### src/rtl/mem_access_unit.sv
// mem_access_unit: load/store initiator for the data Memory block.
// Define MISALIGN_TRAP_EN to trap misaligned accesses instead of splitting.
module mem_access_unit #(
  parameter int ADDR_W = 6,
  parameter int DATA_W = 32
) (
  input  logic              clk,
  input  logic              rst,
  input  logic              req_valid,
  output logic              req_ready,
  input  logic              req_we,
  input  logic [1:0]        req_size,
  input  logic              req_unsigned,
  input  logic [ADDR_W-1:0] req_addr,
  input  logic [DATA_W-1:0] req_wdata,
  output logic              rsp_valid,
  output logic [DATA_W-1:0] rsp_rdata,
  output logic              rsp_err,
  output logic              MemRead,
  output logic              MemWrite,
  output logic [1:0]        mode,
  output logic [ADDR_W-1:0] addr,
  output logic [DATA_W-1:0] data_in,
  input  logic [DATA_W-1:0] data_out
);

  typedef enum logic [2:0] {
    S_IDLE, S_ACC, S_RD0, S_RD1,
    S_WR0, S_WR1, S_RESP
  } state_t;

  state_t            state_q, state_d;
  logic              we_q, we_d;
  logic [1:0]        size_q, size_d;
  logic              uns_q, uns_d;
  logic [ADDR_W-1:0] addr_q, addr_d;
  logic [31:0]       wdata_q, wdata_d;
  logic [31:0]       lo_q, lo_d;
  logic [31:0]       hi_q, hi_d;
  logic [31:0]       rdata_q, rdata_d;
  logic              err_q, err_d;

  logic              mis_in;
  logic [ADDR_W-3:0] wd0, wd1;
  logic [ADDR_W-1:0] wa0, wa1;
  logic [4:0]        shamt;
  logic [31:0]       szmask;
  logic [63:0]       mask64, dat64, merged, ld64;

  function automatic logic [31:0] extend(
    input logic [31:0] v,
    input logic [1:0]  sz,
    input logic        u
  );
    logic [31:0] r;
    r = v;
    unique case (sz)
      2'b00:   r = {{24{v[7] & ~u}}, v[7:0]};
      2'b01:   r = {{16{v[15] & ~u}}, v[15:0]};
      default: r = v;
    endcase
    return r;
  endfunction

  assign mis_in =
    (req_size == 2'b01 && req_addr[1:0] == 2'b11) ||
    (req_size == 2'b10 && req_addr[1:0] != 2'b00);

  // the two word slots straddled by a split access; upper one wraps
  assign wd0 = addr_q[ADDR_W-1:2];
  assign wd1 = wd0 + {{(ADDR_W-3){1'b0}}, 1'b1};
  assign wa0 = {wd0, 2'b00};
  assign wa1 = {wd1, 2'b00};
  assign shamt = {addr_q[1:0], 3'b000};

  // byte lanes of the 64-bit pair covered by the store
  always_comb begin
    szmask = 32'hFFFF_FFFF;
    unique case (size_q)
      2'b00:   szmask = 32'h0000_00FF;
      2'b01:   szmask = 32'h0000_FFFF;
      default: szmask = 32'hFFFF_FFFF;
    endcase
  end

  assign mask64 = {32'd0, szmask} << shamt;
  assign dat64  = {32'd0, wdata_q} << shamt;
  assign merged = ({hi_q, lo_q} & ~mask64) | (dat64 & mask64);
  assign ld64   = {data_out, lo_q} >> shamt;

  // state and request registers
  always_ff @(posedge clk or negedge rst) begin
    if (!rst) begin
      state_q <= S_IDLE;
      we_q    <= 1'b0;
      size_q  <= 2'b00;
      uns_q   <= 1'b0;
      addr_q  <= '0;
      wdata_q <= '0;
      lo_q    <= '0;
      hi_q    <= '0;
      rdata_q <= '0;
      err_q   <= 1'b0;
    end else begin
      state_q <= state_d;
      we_q    <= we_d;
      size_q  <= size_d;
      uns_q   <= uns_d;
      addr_q  <= addr_d;
      wdata_q <= wdata_d;
      lo_q    <= lo_d;
      hi_q    <= hi_d;
      rdata_q <= rdata_d;
      err_q   <= err_d;
    end
  end

  // next state, memory bus drive and response outputs
  always_comb begin
    state_d   = state_q;
    we_d      = we_q;
    size_d    = size_q;
    uns_d     = uns_q;
    addr_d    = addr_q;
    wdata_d   = wdata_q;
    lo_d      = lo_q;
    hi_d      = hi_q;
    rdata_d   = rdata_q;
    err_d     = err_q;
    req_ready = 1'b0;
    rsp_valid = 1'b0;
    rsp_rdata = '0;
    rsp_err   = 1'b0;
    MemRead   = 1'b0;
    MemWrite  = 1'b0;
    mode      = 2'b00;
    addr      = '0;
    data_in   = '0;
    unique case (state_q)
      S_IDLE: begin
        req_ready = 1'b1;
        if (req_valid) begin
          we_d    = req_we;
          size_d  = req_size;
          uns_d   = req_unsigned;
          addr_d  = req_addr;
          wdata_d = req_wdata;
          lo_d    = '0;
          hi_d    = '0;
          rdata_d = '0;
          err_d   = 1'b0;
          if (req_size == 2'b11) begin
            err_d   = 1'b1;
            state_d = S_RESP;
          end else if (mis_in) begin
`ifdef MISALIGN_TRAP_EN
            err_d   = 1'b1;
            state_d = S_RESP;
`else
            state_d = S_RD0;
`endif
          end else begin
            state_d = S_ACC;
          end
        end
      end
      S_ACC: begin
        mode = size_q;
        addr = addr_q;
        if (we_q) begin
          MemWrite = 1'b1;
          data_in  = wdata_q;
        end else begin
          MemRead = 1'b1;
          rdata_d = extend(data_out, size_q, uns_q);
        end
        state_d = S_RESP;
      end
`ifndef MISALIGN_TRAP_EN
      S_RD0: begin
        MemRead = 1'b1;
        mode    = 2'b10;
        addr    = wa0;
        lo_d    = data_out;
        state_d = S_RD1;
      end
      S_RD1: begin
        MemRead = 1'b1;
        mode    = 2'b10;
        addr    = wa1;
        hi_d    = data_out;
        if (we_q) begin
          state_d = S_WR0;
        end else begin
          rdata_d = extend(ld64[31:0], size_q, uns_q);
          state_d = S_RESP;
        end
      end
      S_WR0: begin
        MemWrite = 1'b1;
        mode     = 2'b10;
        addr     = wa0;
        data_in  = merged[31:0];
        state_d  = S_WR1;
      end
      S_WR1: begin
        MemWrite = 1'b1;
        mode     = 2'b10;
        addr     = wa1;
        data_in  = merged[63:32];
        state_d  = S_RESP;
      end
`endif
      S_RESP: begin
        rsp_valid = 1'b1;
        rsp_rdata = rdata_q;
        rsp_err   = err_q;
        state_d   = S_IDLE;
      end
      default: state_d = S_IDLE;
    endcase
  end

endmodule

### config.mk
export PLATFORM = sky130hd
export DESIGN_NAME = mem_access_unit
export DESIGN_NICKNAME = d
export VERILOG_FILES = /design/src/rtl/mem_access_unit.sv
export SDC_FILE = /design/constraint.sdc
export NUM_CORES = 1
export LEC_CHECK = 0
export CAP_MARGIN = 15
export CORE_MARGIN = 2
export CORE_UTILIZATION = 35
export DETAILED_ROUTE_END_ITERATION = 7
export DONT_BUFFER_PORTS = 1
export PLACE_DENSITY_LB_ADDON = 0.15
export RECOVER_POWER = 25
export SLEW_MARGIN = 15
export SYNTH_ARGS = -nofsm -noshare
export SYNTH_HDL_FRONTEND = slang
export SYNTH_SLANG_ARGS = --single-unit
### constraint.sdc
create_clock -name clk -period 2.42 [get_ports clk]
set_input_delay 0.484 -clock clk [delete_from_list [all_inputs] [get_ports clk]]
set_output_delay 0.484 -clock clk [all_outputs]
set_load 0.05 [all_outputs]
* Yosys cells after proc, flatten, opt, wreduce, memory -nomap -nowiden
Index checks and enable logic that the tools add are counted.
** Cells by class
- Add/sub/neg operators :: 1
- Equality and inequality tests :: 14
- Shifts and indexed selects :: 3
- Multiplexer cells :: 27
- Bitwise operators :: 9
- Reductions and logical operators :: 19
** Operators with widths (number)
- $pmux 32 s2 :: 5
- $pmux 32 s3 :: 2
- $mux 32 :: 5
- $and 64x64->64 :: 2
- $shl 32x5->64 :: 2
- $not 64->64 :: 1
- $or 64x64->64 :: 1
- $shr 64x5->32 :: 1
- $pmux 6 s3 :: 1
- $pmux 3 s5 :: 1
- $reduce_or 2->1 :: 5
- $eq 3x3->1 const B :: 3
- $eq 2x2->1 const B :: 3
- $eq 3x2->1 const B :: 2
- $mux 1 :: 6
- $mux 3 :: 2
- $ne 2x2->1 const B :: 3
- $reduce_and 2->1 :: 3
- $reduce_bool 2->1 :: 3
- $add 4x1->4 const B :: 1
- $and 1x1->1 :: 4
- $eq 2x1->1 const B :: 2
- $mux 2 :: 2
- $pmux 1 s2 :: 2
- other kinds (10) :: 11
** Storage, ports and cells
- Register bits :: 142
- Bits of input ports :: 77
- Word-level logic and storage cells :: 83

* Longest topological paths before layout
Gate-level depths: netlist (run 1).
- Word-level depth :: 7
- Gate-level depth with buffers :: 8
- Gate-level depth less buffers :: 4

* Least setup slack after synthesis (run 1)
No wires, ideal clock.
- Path type :: register -> output
- From :: register state_q[0]
- To :: output port addr[4]
- Arrival :: 2.563 ns
- Required time :: 1.936 ns
- Setup slack :: -0.627 ns
- Cell stages (with the launch flop) :: 6
- Buffers on the path :: 3
- Cells stage by stage :: dfrtp_1 > buf_2 > buf_4 > clkbuf_1 > a21oi_1 > nor4_1
** On the way
- Word-level cells in the longest chain between the ends :: 3
- Elaborated cells between the ends (all ways) :: 8
- Classes of those cells :: eq/ne: 5; mux: 1; reduce/logical: 2
** Ends and longest elaborated chain
- start, declared :: RTL line 32 : state_t state_q, state_d;
- start signal, assigned :: RTL line 105 : state_q <= state_d;
- $eq 3x2->1 / $eq 3x3->1 (equally long branches) :: RTL line 139 : unique case (state_q)
- $reduce_or 2->1 (no line)
- $pmux 6 s3 * :: RTL line 139
- end, declared :: RTL line 22 : output logic [ADDR_W-1:0] addr,
Mark *: on every way between the ends. The rest lies on a longest branch, timed or not.

* Final worst setup path (run 1)
- From :: register addr_q[1]
- To :: output port data_in[18]
** On the way
- Word-level cells in the longest chain between the ends :: 5
- Elaborated cells between the ends (all ways) :: 7
- Classes of those cells :: shift: 2; mux: 1; bitwise: 4
** Ends and longest elaborated chain
- start, declared :: RTL line 36 : logic [ADDR_W-1:0] addr_q, addr_d;
- start signal, assigned :: RTL line 109 : addr_q <= addr_d;
- $shl 32x5->64 :: RTL line 86 : assign mask64 = {32'd0, szmask} << shamt;
- $not 64->64 :: RTL line 88 : assign merged = ({hi_q, lo_q} & ~mask64) | (dat64 & mask64);
- $and 64x64->64 :: RTL line 88
- $or 64x64->64 * :: RTL line 88
- $pmux 32 s3 * :: RTL line 139
- end, declared :: RTL line 23 : output logic [DATA_W-1:0] data_in,
Marked as above.

==> results of run 1 <==
sequential cells by signal, summed over array words and instances (netlist names):
| register | cells |
|---|---|
| lo_q | 32 |
| size_q | 2 |
| err_q | 1 |
| state_q | 3 |
| we_q | 1 |
| uns_q | 1 |
| rdata_q | 32 |
| addr_q | 6 |
| hi_q | 32 |
| wdata_q | 32 |
power by group through the flow:
stage | Sequential (uW) | Combinational [uW] | Clock, uW
finish | 5020 | 12400 | 2830
CTS | 4900 | 11400 | 2860
global placement | 4850 | 10300 | 0
global route | 5080 | 13200 | 2970
floorplan | 4030 | 7300 | 0
detailed placement | 4870 | 10400 | 0
through the flow:
| step | setup WS [ns] | utilization | power [uW] |
|---|---|---|---|
| 2_1_floorplan | -0.316 | - | 11300 |
| 3_3_place_gp | 0.0757 | 0.428 | 15200 |
| 3_5_place_dp | 0.0521 | 0.428 | 15300 |
| 4_1_cts | -0.210 | 0.475 | 19200 |
| 5_1_grt | -0.283 | 0.494 | 21200 |
| 6_report | -0.263 | 0.494 | 20300 |
per-layer routing:
layer | global-route usage | vias to the layer above
li1 | - | 3804
met1 | 0.341 | 4204
met2 | 0.392 | 348
met3 | 0.0430 | 76
met4 | 0.135 | 0
met5 | 0 | -
final cells by class:
cell class / count / share of cell area
multi-input combinational: 771 / 0.453
inverter: 18 / 0.00529
tap: 335 / 0.0328
clock buffer: 17 / 0.0333
timing repair buffer: 156 / 0.181
clock inverter: 13 / 0.0149
sequential: 142 / 0.279
cell usage in the layout (no fill, tap or decap), types with 5 or more instances in the layout:
| cell | count |
|---|---|
| clkbuf_16 | 21 |
| o21ai_2 | 9 |
| nor2_4 | 5 |
| mux2i_2 | 17 |
| nand3_1 | 36 |
| o22ai_1 | 16 |
| a21oi_1 | 25 |
| o31ai_4 | 8 |
| clkinv_1 | 5 |
| a21o_1 | 8 |
| o2bb2ai_1 | 8 |
| a221o_1 | 16 |
| o221ai_2 | 16 |
| and2_4 | 31 |
| buf_12 | 74 |
| nor2_1 | 26 |
| mux2_1 | 5 |
| dfrtp_1 | 137 |
| a22o_1 | 8 |
| buf_4 | 54 |
| mux4_2 | 33 |
| nand2_1 | 281 |
| and2_1 | 6 |
| a22oi_2 | 7 |
| o21ai_1 | 45 |
| a22oi_1 | 16 |
| mux2i_1 | 42 |
| nand2b_1 | 5 |
| a221oi_2 | 11 |
| buf_6 | 19 |
| inv_1 | 13 |
| nor2b_1 | 25 |
| mux2i_4 | 10 |
Yosys cell counts, types with 15 or more instances:
library cell | instances | share of area
nor2_1 | 30 | 0.012
buf_2 | 20 | 0.011
o221ai_1 | 16 | 0.015
a221o_1 | 16 | 0.018
o22ai_1 | 16 | 0.011
clkbuf_1 | 46 | 0.019
nand2_1 | 286 | 0.12
nand3_1 | 36 | 0.020
a21oi_1 | 25 | 0.014
mux2i_1 | 68 | 0.075
dfrtp_1 | 142 | 0.39
a221oi_1 | 15 | 0.014
o21ai_1 | 54 | 0.030
a22oi_1 | 23 | 0.019
and2_1 | 38 | 0.026
nor2b_1 | 25 | 0.017
mux4_2 | 32 | 0.079
worst max path at each step:
stage               start           to  slack, ns
2_1_floorplan  state_q[2]  data_in[16]      -0.32
3_3_place_gp    addr_q[1]   data_in[7]       0.08
3_5_place_dp    addr_q[1]   data_in[7]       0.05
4_1_cts         addr_q[1]  data_in[29]      -0.21
5_1_grt         addr_q[0]  data_in[18]      -0.28
6_report        addr_q[1]  data_in[18]      -0.26
repair_timing:
action / in CTS / in global routing
cloned: 2 / 5
pin swaps: 15 / 14
hold endpoints to repair: 142 / 142
buffers inserted: 16 / 12
resized for setup: 88 / 83
endpoints found under the setup margin: 68 / 94
critical path, stage by stage (launching register included):
cell       delay [ns]
dfrtp_4          0.52
buf_6            0.15
buf_6            0.12
mux2i_2          0.15
o2bb2ai_1        0.26
mux2i_4          0.11
o221ai_2         0.29
buf_12           0.18
logic make-up (layout without fill, tap and decap cells):
kind of cell	count (synthesis)	in the layout	synth area share
AO/OA/AOI/OAI	209	209	0.162
buffers and inverters	106	204	0.0554
multiplexers	110	111	0.167
adder cells (fa/ha/maj)	1	1	0.00137
XOR/XNOR	2	2	0.00192
AND/OR/NAND/NOR	448	448	0.223
flip-flops	142	142	0.390
==> impl_metrics.toml, run 1 <==
[clock_network]
clk_pin_slew_worst_paths_ns = 0.06
cts_made_buffers = 17
cts_root_buf = "clkbuf_16"
cts_tree = "done"
clock_path_buffers = 2
htree_levels = 4
cts_sinks = 142
clk_latency_ns = 0.44

[placement]
place_inst = 1390
gp_congestion = 0.915
dpl_cell_area_mm2 = 0.0111
hpwl_mm = 24.3
port_buffers = 0

[global_route]
grt_max_degree = 143
grt_pass1_wl_mm = 50.8
grt_pass1_vias = 7973
grt-ovfl-total = 0
grt_use_total = 0.254
antenna_found_initial = 0

[cells_and_area]
layout.nets = 1184
regArea_mm2 = 0.00356
layout-drive-gt1-share = 0.329
antennaDiodeCount = 0
area_growth_pct = 40.1
final_cells = 1452
final_area_mm2 = 0.0128
fillers = 2362
multi_input_area_mm2 = 0.00579

[outcome]
status = "finished with violations"
violations = "negative hold slack, negative setup slack"

[sta]
relSlewSlack = 0.430
finalWorstSetupSlack_ns = -0.263
hold_slack_ns = -0.242
post-route-period-util = 1.11
setup_viol = 32
period_needed_ns = 2.68
hold_viol = 142
worst_slew_pin_slew_ns = 0.854
fin_skew_ns = 0.0142
rsz0062_at_grt = "true"
drv_slew = 0
max_freq_ghz = 0.373
tns_ns = -5.57

[drt]
wl_per_cell_um = 24.1
dr.pass1.iters = 5
finalWirelength_mm = 35.0
routed.top_layer = "met4"
ant_nets = 0
m1WireLength_mm = 14.7
drc = 0
routed_via_density = 5.81
met3WireLength_mm = 2.21
vias = 8432
dr_wl_met2_mm = 16.3
drt_iter0_drc = 752

[power_and_ir_drop]
pwr-share-clk = 0.140
ir_drop_mv = 0.951
leakage_uw = 0.00553
intPower_uw = 10900
switching_power_uw = 9370
combPwrFrac = 0.613
swShare = 0.462
p_seq_frac = 0.248
p_per_area_mw_per_mm2 = 1590

[logic_synthesis]
ys_async_sr_fraction = 1.00
synth_area_per_cell_um2 = 8.96
synth_cell_types = 61
synth_flop_cell = "dfrtp_1"
ys_seq_elements = 142
syn_inst = 1018
ys_seq_area_frac = 0.390
syn-num-nets = 1096
synth-edff-count = 0
synth_area_mm2 = 0.00912
synth_warnings = 0

[die]
die-area_mm2 = 0.0274
ios = 154
die_x_um = 165
core_area_mm2 = 0.0258
initial_core_util = 0.353
die_y_um = 165
rows = 59

[setup_path]
path_max_fanout = 6
r2r-start = "addr_q[0]"
r2r_cells = 7
rrSetupSlack_ns = 0.06
required_ns = 1.94
worstPathArrival_ns = 2.20
r2r_end = "rdata_q[10]"
worstSetupPathType = "flip-flop to output pin"
setup.worst_path.start_class = "flip-flop"
end_kind = "output pin"

[worst_hold_path]
hp-class = "input pin to async pin"

[job]
maxCapViolCount = 0
No activity file was read; power rests on OpenSTA's default activity.
==> run 2: changes to the inputs <==
--- a/config.mk
+++ b/config.mk
@@ -8,6 +8,7 @@
 export CAP_MARGIN = 15
 export CORE_MARGIN = 2
 export CORE_UTILIZATION = 35
+export CTS_CLUSTER_SIZE = 40
 export DETAILED_ROUTE_END_ITERATION = 7
 export DONT_BUFFER_PORTS = 1
 export PLACE_DENSITY_LB_ADDON = 0.15
==> constraint.sdc (replaced) <==
create_clock -name clk -period 2.42 [get_ports clk]
set_input_delay 0.484 -clock clk [delete_from_list [all_inputs] [get_ports clk]]
set_output_delay 0.484 -clock clk [all_outputs]
set_load 0.02 [all_outputs]
==> run 2 against run 1 <==
Non-clock buffer count decreased by 45. First-iteration DRC count is 6.6% higher. Flip-flop and latch count unchanged. Power is 14% lower. The run still ends with negative hold slack, negative setup slack left. Critical path depth unchanged. Via count shrank 4.2%. Final cell count is 3.0% lower.
==> impl_metrics.toml, run 2 (same netlist as run 1, synthesis figures left out) <==
[sta]
worst_slew_pin_slew_ns = 0.796
period_needed_ns = 2.64
hold_viol = 142
rsz0062_at_grt = "true"
relSlewSlack = 0.469
max_freq_ghz = 0.379
finalWorstSetupSlack_ns = -0.215
setup_viol = 32
fin_skew_ns = 0.0116
tns_ns = -5.08
drv_slew = 0
hold_slack_ns = -0.250
post-route-period-util = 1.09

[drt]
wl_per_cell_um = 24.7
drt_iter0_drc = 802
vias = 8080
finalWirelength_mm = 34.8
routed_via_density = 5.74
dr.pass1.iters = 5
ant_nets = 0
drc = 0

[clock_network]
clk_pin_slew_worst_paths_ns = 0.07
htree_levels = 4
cts_made_buffers = 17
cts_root_buf = "clkbuf_16"
cts_sinks = 142
cts_tree = "done"
clock_path_buffers = 2
clk_latency_ns = 0.43

[power_and_ir_drop]
power.total_uw = 17500
leakage_uw = 0.00501
ir_drop_mv = 0.495
p_per_area_mw_per_mm2 = 1550

[die]
core_area_mm2 = 0.0258
die_y_um = 165
initial_core_util = 0.353
die-area_mm2 = 0.0274
ios = 154
die_x_um = 165
rows = 59

[cells_and_area]
final_common_cell = "nand2_1"
layout.nets = 1138
antennaDiodeCount = 0
layout-drive-gt1-share = 0.246
final_area_mm2 = 0.0113
final_cell_mix = "283 x nand2_1, 139 x dfrtp_1, 74 x buf_4, 48 x o21ai_1, 47 x mux2i_1"
area_growth_pct = 23.4
fillers = 2538

[setup_path]
worstSetupPathType = "flip-flop to output pin"
worstPathArrival_ns = 2.15
end_kind = "output pin"
setup.worst_path.start_class = "flip-flop"
rrSetupSlack_ns = 0.09
required_ns = 1.94
crit_top_cell = "buf_4"
worstPathCellList = "buf_12, nor2b_1, buf_4, o2bb2ai_1, mux2i_2, o221ai_2, buf_4"
path_max_fanout = 18
crit_path_top_delay_cell = "dfrtp_4"
critPathMaxStageDelay_ns = 0.53

[global_route]
antenna_found_initial = 0
grt_pass1_vias = 7791
grt_use_total = 0.257
grt_max_degree = 143
grt_pass1_wl_mm = 51.6
grt-ovfl-total = 0

[job]
maxCapViolCount = 0

[placement]
pre_cts_ws_ns = 0.0526
hpwl_mm = 24.0
port_buffers = 0
gp_congestion = 0.911
dpl_cell_area_mm2 = 0.00992

[worst_hold_path]
hp-class = "input pin to async pin"

[outcome]
status = "finished with violations"
violations = "negative hold slack, negative setup slack"
## run 2: changes by cell type in the layout (fill, tap and decap cells not counted), moves of 6 or more
| cell | delta |
|---|---|
| buf_12 | -56 |
| and2_4 | -30 |
| buf_4 | +20 |
| o221ai_1 | +8 |
| o31ai_4 | -6 |
| and2_1 | +31 |
| o221ai_2 | -8 |
## run 2: layout make-up
type / instances / area, um^2 / share of cell area
clock inverters: 14 / 129 / 0.0115
multi-input cells: 770 / 5500 / 0.488
repair buffers: 111 / 1140 / 0.101
inverters: 18 / 71.3 / 0.00634
flip-flops and latches: 142 / 3560 / 0.317
well taps: 335 / 419 / 0.0372
clock buffers: 18 / 439 / 0.0390
## run 2: worst paths after layout
kind / from / to / cells past startpoint
max: addr_q[1] / data_in[21] / 7
max reg2reg: addr_q[0] / rdata_q[9] / 6
min in group clk: req_wdata[0] / wdata_q[0] / 2
max in group asynchronous: rst / lo_q[6] / 0
min: rst / rdata_q[26] / 0
min reg2reg: err_q / err_q / 2
## run 2: worst max-delay path: cells and delay by family, from the launching register on
kind | cells | cell delay, ns
muxes | 1 | 0.10
and+or+nand+nor | 1 | 0.11
AOI/OAI and AO/OA | 2 | 0.40
DFF | 1 | 0.53
buffers and inverters | 3 | 0.58
## run 2: per-layer routing
layer  share of wire  global-route usage  routed length [um]
met5               0                   0                   0
met4           0.024              0.0674                 818
met3           0.071              0.0529                2480
met2            0.47               0.411               16500
met1            0.43               0.355               15000
## run 2: repair_timing
| action | 4_1_cts | 5_1_grt |
|---|---|---|
| gates cloned | 1 | 1 |
| setup buffers | 18 | 5 |
| pin swaps | 20 | 10 |
| setup endpoints to repair | 37 | 61 |
| hold endpoints to repair | 142 | 142 |
| gates resized for setup | 68 | 40 |
## run 2: per-stage QoR
| step | util | cells | hold WS [ns] |
|---|---|---|---|
| 6_report | 0.436 | 1408 | -0.250 |
| 2_1_floorplan | - | 1018 | 0.188 |
| 3_3_place_gp | 0.384 | 1351 | 0.195 |
| 4_1_cts | 0.426 | 1402 | -0.264 |
| 3_5_place_dp | 0.384 | 1351 | 0.196 |
| 5_1_grt | 0.436 | 1408 | -0.272 |
## run 2: power breakdown
group / switching, uW / internal (uW) / total, uW
sequential: 1610 / 3410 / 5010
clock: 1170 / 1460 / 2630
combinational: 5240 / 4570 / 9810
==> run 3: changes to the inputs <==
--- a/config.mk
+++ b/config.mk
@@ -13,6 +13,7 @@
 export DONT_BUFFER_PORTS = 1
 export PLACE_DENSITY_LB_ADDON = 0.15
 export RECOVER_POWER = 25
+export SKIP_CTS_REPAIR_TIMING = 1
 export SLEW_MARGIN = 15
 export SYNTH_ARGS = -nofsm -noshare
 export SYNTH_HDL_FRONTEND = slang
==> constraint.sdc (replaced) <==
create_clock -name clk -period 2.46 [get_ports clk]
set_input_delay 0.492 -clock clk [delete_from_list [all_inputs] [get_ports clk]]
set_output_delay 0.492 -clock clk [all_outputs]
set_load 0.02 [all_outputs]
==> run 3 against run 2 <==
The flow still finishes with violations (negative hold slack, negative setup slack). Die area did not move. Setup slack improved by 0.013 ns. Sequential power fell by 2%. Critical path depth did not move. Sequential share of layout area rose by 0.070 points. Global-route usage fell by 0.68 points. Cell area fell by 0.22%. Worst hold slack improved by 0.0045 ns. Clock skew fell by 0.0020 ns.
==> impl_metrics.toml, run 3 (same netlist as run 1, synthesis figures left out) <==
[setup_path]
critPathMaxStageDelay_ns = 0.44
r2r_cells = 7
worstPathArrival_ns = 2.17
worstSetupPathType = "flip-flop to output pin"
required_ns = 1.97
worstPathCellList = "or3b_4, o31ai_4, buf_4, buf_6, a22oi_1, o21ai_1, buf_4"
crit_path_top_delay_cell = "or3b_4"
setup.worst_path.start_class = "flip-flop"
r2r_end = "rdata_q[15]"
rrSetupSlack_ns = 0.10
end_kind = "output pin"
r2r-start = "addr_q[0]"
crit_top_cell = "buf_4"
path_max_fanout = 3

[drt]
finalWirelength_mm = 34.4
routed_via_density = 5.78
ant_nets = 0
wl_per_cell_um = 24.5
drt_iter0_drc = 848
drc = 0
dr.pass1.iters = 7
vias = 8106

[clock_network]
htree_levels = 4
cts_made_buffers = 17
clk_latency_ns = 0.43
cts_sinks = 142
cts_root_buf = "clkbuf_16"
clock_path_buffers = 2
cts_tree = "done"
clk_pin_slew_worst_paths_ns = 0.07

[sta]
drv_slew = 0
worst_slew_pin_slew_ns = 0.746
hold_slack_ns = -0.245
fin_skew_ns = 0.00957
rsz0062_at_grt = "true"
max_freq_ghz = 0.376
hold_viol = 142
post-route-period-util = 1.08
setup_viol = 32
period_needed_ns = 2.66
tns_ns = -5.02
relSlewSlack = 0.502
finalWorstSetupSlack_ns = -0.202

[global_route]
grt-ovfl-total = 0
antenna_found_initial = 0
grt_use_total = 0.250
grt_pass1_wl_mm = 50.1
grt_pass1_vias = 7715
grt_max_degree = 143

[power_and_ir_drop]
p_per_area_mw_per_mm2 = 1520
ir_drop_mv = 0.488
power.total_uw = 17100
leakage_uw = 0.00503

[cells_and_area]
area_growth_pct = 23.1
final_cell_mix = "283 x nand2_1, 139 x dfrtp_1, 75 x buf_4, 57 x mux2i_1, 50 x o21ai_1"
layout.nets = 1132
final_area_mm2 = 0.0112
final_common_cell = "nand2_1"
fillers = 2519
antennaDiodeCount = 0
final_cells = 1402
layout-drive-gt1-share = 0.236

[die]
initial_core_util = 0.353
core_area_mm2 = 0.0258
die_x_um = 165
die_y_um = 165
ios = 154
rows = 59
die-area_mm2 = 0.0274

[outcome]
status = "finished with violations"
violations = "negative hold slack, negative setup slack"

[placement]
dpl_cell_area_mm2 = 0.00987
port_buffers = 0
gp_congestion = 0.901
pre_cts_ws_ns = 0.130
place_inst = 1347
hpwl_mm = 24.0

[worst_hold_path]
hp-class = "input pin to async pin"

[job]
maxCapViolCount = 0
[run 3: changes by cell type in the layout (fill, tap and decap cells not counted), sizes merged]
| cell | before | now |
|---|---|---|
| buf | 110 | 101 |
| clkbuf | 18 | 23 |
| clkinvlp | 4 | 0 |
| bufinv | 1 | 3 |
| bufbuf | 1 | 0 |
| clkinv | 9 | 10 |
[run 3: layout make-up]
type                       instances  area [um^2]  area share
clock inverter                    13          176      0.0157
sequential                       142         3560       0.317
clock buffer                      19          453      0.0403
timing repair buffer             105         1080      0.0962
inverter                          18         67.6     0.00602
tap                              335          419      0.0373
multi-input combinational        770         5470       0.487
[run 3: how the worst max path moves through the flow]
| stage | startpoint | endpoint | slack [ns] | cells after the start |
|---|---|---|---|---|
| final | state_q[0] | data_in[6] | -0.20 | 7 |
| after global routing | addr_q[1] | data_in[5] | -0.26 | 7 |
| after CTS | addr_q[1] | data_in[5] | -0.33 | 7 |
| after detailed placement | addr_q[1] | data_in[5] | 0.13 | 7 |
| after global placement | addr_q[1] | data_in[5] | 0.13 | 7 |
| after floorplan | addr_q[1] | data_in[0] | 0.14 | 7 |
[run 3: stage by stage]
step	util	hold slack [ns]
global placement	0.382	0.204
floorplan	-	0.196
detailed placement	0.382	0.204
CTS	0.406	-0.258
finish	0.435	-0.245
global route	0.435	-0.256
[run 3: per-layer routing]
layer / GRT usage / wire (um)
met1: 0.351 / 15000
met3: 0.0470 / 2440
met5: 0 / 0
met2: 0.384 / 15800
met4: 0.0929 / 1190
[run 3: power breakdown]
group	internal, uW	switching (uW)
Clock	1680	1160
Sequential	3350	1540
Combinational	4280	5080
[run 3: critical path, delay by kind of cell (launching register included)]
| kind | cells | cell delay [ns] |
|---|---|---|
| AO/OA/AOI/OAI | 3 | 0.45 |
| flip-flops | 1 | 0.41 |
| buffers and inverters | 3 | 0.44 |
| AND/OR/NAND/NOR | 1 | 0.44 |
